`config.mk`:
```
export PLATFORM = sky130hd
export DESIGN_NAME = sseg_status_display
export DESIGN_NICKNAME = d
export VERILOG_FILES = /design/src/rtl/sseg_status_display.sv
export SDC_FILE = /design/constraint.sdc
export NUM_CORES = 1
export LEC_CHECK = 0
export ABC_AREA = 1
export BUFFER_PORTS_ARGS = -buffer_cell sky130_fd_sc_hd__buf_2
export CAP_MARGIN = 30
export CORE_MARGIN = 1.5
export CORE_UTILIZATION = 38
export DETAILED_ROUTE_END_ITERATION = 10
export SYNTH_ARGS = -nofsm -noshare
export SYNTH_HDL_FRONTEND = slang
export SYNTH_SLANG_ARGS = --single-unit
```
`constraint.sdc`:
```
create_clock -name clk -period 1.55 [get_ports clk]
set_input_delay 0.2325 -clock clk [delete_from_list [all_inputs] [get_ports clk]]
set_output_delay 0.2325 -clock clk [all_outputs]
set_load 0.05 [all_outputs]
```
`src/rtl/sseg_status_display.sv`:
```
// sseg_status_display: run-status tracker and cycle counter that renders character codes for
// eight seven-segment digit decoders.
module sseg_status_display #(
    parameter int PAGE_CYCLES = 50_000_000
) (
    input  logic        clk,
    input  logic        rst,
    input  logic        start,
    input  logic        done,
    input  logic        blank,
    output logic [39:0] digit_codes,
    output logic [31:0] cycle_count,
    output logic        busy
);
    typedef enum logic [1:0] {IDLE, RUN, DONE} state_t;
    localparam int TW = PAGE_CYCLES > 1 ? $clog2(PAGE_CYCLES) : 1;
    localparam logic [TW-1:0] LAST = TW'(PAGE_CYCLES - 1);
    state_t state;
    logic page;
    logic [TW-1:0] page_timer;
    logic [39:0] hex_all, next_codes;
    always_comb begin
        hex_all = '0;
        for (int i = 0; i < 8; i++) hex_all[5*i +: 5] = {1'b0, cycle_count[4*i +: 4]};
        next_codes = blank ? {8{5'd27}} :
                     state == RUN ? {5'd22, 5'd25, 5'd19, 5'd27, hex_all[39:20]} :
                     state == DONE ? (page ? hex_all : {5'd13, 5'd20, 5'd19, 5'd14, {4{5'd27}}}) :
                     {5'd27, 5'd27, 5'd27, 5'd22, 5'd14, 5'd10, 5'd13, 5'd26};
    end
    always_ff @(posedge clk) begin
        if (rst) begin
            state <= IDLE;
            cycle_count <= '0;
            page <= 1'b0;
            page_timer <= '0;
            busy <= 1'b0;
            digit_codes <= {8{5'd27}};
        end else begin
            digit_codes <= next_codes;
            busy <= state == RUN;
            if (state == RUN) begin
                if (cycle_count != '1) cycle_count <= cycle_count + 32'd1;
                if (done) begin
                    state <= DONE;
                    page <= 1'b0;
                    page_timer <= '0;
                end
            end else if (start) begin
                state <= RUN;
                cycle_count <= '0;
            end else if (state == DONE) begin
                // the page flips on the same edge the timer wraps
                page_timer <= page_timer == LAST ? '0 : page_timer + 1'b1;
                if (page_timer == LAST) page <= ~page;
            end
        end
    end
endmodule

```
==> results.txt <==
final net count -> 888
CTS Buf Count -> 9
synthesized area -> 0.004786 sq mm
RSZ-0062 raised after global routing -> true
Clock Skew -> 7.715 ps
synth top area cells -> dfxtp_1 41%, nand2_1 12%, nor2_1 7.8%
fin crit share -> 103.5%
latest clock arrival within the worst-skew pair -> 360 ps
Crit path largest cell delay -> 340 ps
drt wl/cell -> 15.76 um
Distinct cells, synth -> 41
Final Util -> 59.97%
critical path required time -> 1800 ps
Via density -> 5.010
detailed-route via count -> 5270
Placement Setup Slack -> -137.1 ps
largest net degree at the start of global routing -> 17
FF/Latch Area -> 0.002023 sq mm
Routed Antenna Nets -> 0
Pins Over Slew Limit -> 0
Synth top area share -> 40.99%
H-Tree Depth -> 3
Mapped Nets -> 682
post-synthesis cell count -> 673
Core Area -> 0.01216 sq mm
Die Area -> 0.01328 sq mm
Max Fanout on Critical Path -> 5
Post-synth top cells -> 158 x nand2_1, 100 x nor2_1, 98 x dfxtp_1
Crit Path Category -> flip-flop to flip-flop
Std-Cell Rows -> 40
fillcell total -> 1092
global-route wire length before repair -> 24.33 mm
Multi-input gate area -> 0.002890 sq mm
Hold Path Class -> primary input to flip-flop
max cap viols -> 0
Slew headroom -> 76.13%
most common cell in the netlist -> nand2_1
Top delay family on crit path -> simple AND/OR/NAND/NOR gates
fin worst setup slack -> -54.00 ps
n_diodes -> 0
initial antenna violation count -> 0
clock buffer depth -> 2
Final HPWL DP -> 11.88 mm
root buffer cell -> clkbuf_16
ys flop type -> dfxtp_1
cell taking the most area after synthesis -> dfxtp_1
worst-margin pin slew -> 356.7 ps
drc violations -> 0
Max Clk Rate -> 623.4 MHz
GRT Residual Overflow -> 0
Buf+Inv Stages, Crit Path -> 4
Seq/Total Area, Yosys -> 40.99%
Syn-to-layout area delta -> 52.39%
Die X -> 115.2 um
effective utilization at floorplan -> 39.35%
Die Y -> 115.2 um
Ports -> 78
startpoint types -> flip-flop
Worst-path clk slew -> 70 ps
endpoints failing hold -> 0
outcome -> complete, but fails checks
clock sink total -> 98
TritonRoute pass-1 iters -> 5
final wirelength -> 16.58 mm
critical path arrival -> 1850 ps
layout cell share with drive strength beyond 1 -> 43.89%
YS warnings -> 0
type of destination of the critical path -> flip-flop
register bit total from synthesis -> 98
worst vdd ir -> 0.0004952 V
CTS tree -> built
cell leakage power -> 0.003079 uW
gr usage total -> 24.08%
Synth async-reset ratio -> 0%
CP max stage cell -> dfxtp_2
final setup vio count -> 39
Buffers on Ports -> 77
Post-synth EDFFs -> 0
min cycle time layout -> 1604 ps
failing checks -> setup timing
DRT iter0 DRCs -> 494
vias in the first global route -> 4819
Post-Syn Area per Cell -> 7.111 sq um
Pwr Density -> 767.0 mW/mm^2
gpl congestion -> 0.9594
CP Cell Sequence -> buf_6 > ha_4 > inv_8 > nand2_8 > nand3_4 > inv_6 > buf_6 > nand3_4 > nor2_4 > nand3_2 > nand3_2 > nor2_1
-- registers in the layout, indices dropped and copies added, names as in the netlist --
register and cells:
page_timer 26, page 1, digit_codes 36, state 2
busy 1, cycle_count 32
-- area by class of cell --
| type | count | share of cell area, % |
|---|---|---|
| Multi-Input combinational cell | 473 | 39.63 |
| Sequential cell | 98 | 27.74 |
| Clock inverter | 6 | 0.5661 |
| Clock buffer | 10 | 3.139 |
| Inverter | 87 | 4.821 |
| Timing Repair Buffer | 210 | 21.22 |
| Tap cell | 168 | 2.882 |
-- repair_timing --
item | 4_1_cts | 5_1_grt
pin swaps | 14 | 23
buffers inserted | 10 | 11
cloned | 3 | 2
hold buffers | 0 | 0
setup endpoints to repair | 49 | 73
resized for setup | 43 | 95
-- metal layers --
| layer | share of wire [%] | routed length (um) | track usage [%] | vias to the layer above |
|---|---|---|---|---|
| li1 | - | - | - | 2589 |
| met3 | 6.0 | 999 | 4.164 | 30 |
| met5 | 0 | 0 | 0 | - |
| met2 | 45 | 7484 | 36.23 | 175 |
| met4 | 2.5 | 413 | 10.37 | 0 |
| met1 | 46 | 7681 | 33.94 | 2476 |
-- report_power, final --
| group | switching [uW] | internal [uW] |
|---|---|---|
| clock | 1020 | 1090 |
| sequential | 20.7 | 2560 |
| combinational | 575 | 324 |
| total | 1610 | 3980 |
-- cell usage in the layout, fill, tap and decap left out, types with 13 or more instances in the layout --
master   instances
nand3_1         30
nor2_2          16
nand4_1         17
dfxtp_2         37
buf_4          115
nand2_1        141
xor2_1          13
buf_2           77
nor2_1          78
o21ai_0         23
inv_1           74
nor2_4          15
dfxtp_1         57
nand2_2         14
a21oi_1         18
-- per-stage QoR --
step                      instances  instance area, sq um  setup TNS, ps  hold slack (ps)  total power (uW)
after floorplan                 673                  4912          -2172            370.7              3094
after global placement         1012                  6248          -1770            458.6              3293
after detailed placement       1012                  6248          -2403            497.1              3306
after CTS                      1039                  6835         -117.9            163.5              5488
after global routing           1052                  7293          -5850            179.2              5757
final                          1052                  7293         -905.8            170.9              5594
-- cells by family after synthesis --
| logic type | share of synthesized area [%] |
|---|---|
| and+or+nand+nor | 33.86 |
| buffers and inverters | 9.255 |
| DFF | 40.99 |
| AOI/OAI and AO/OA | 11.53 |
| xor gates and xnor gates | 3.111 |
| adders and majority gates | 1.046 |
| muxes | 0.2092 |
-- final timing paths --
kind / start / endpoint / slack [ps] / depth (start not counted)
worst max-delay path: state[0] / page_timer[19] / -50 / 12
worst min-delay path: blank / digit_codes[28] / 170 / 3
worst max register to register: state[0] / page_timer[19] / -50 / 12
worst min register to register: cycle_count[5] / cycle_count[5] / 510 / 2
-- worst min-delay path, cell delays in order --
cell,delay (ps)
buf_2,80
nor2_1,80
o21ai_0,90
(Power assumes the default switching activity.)
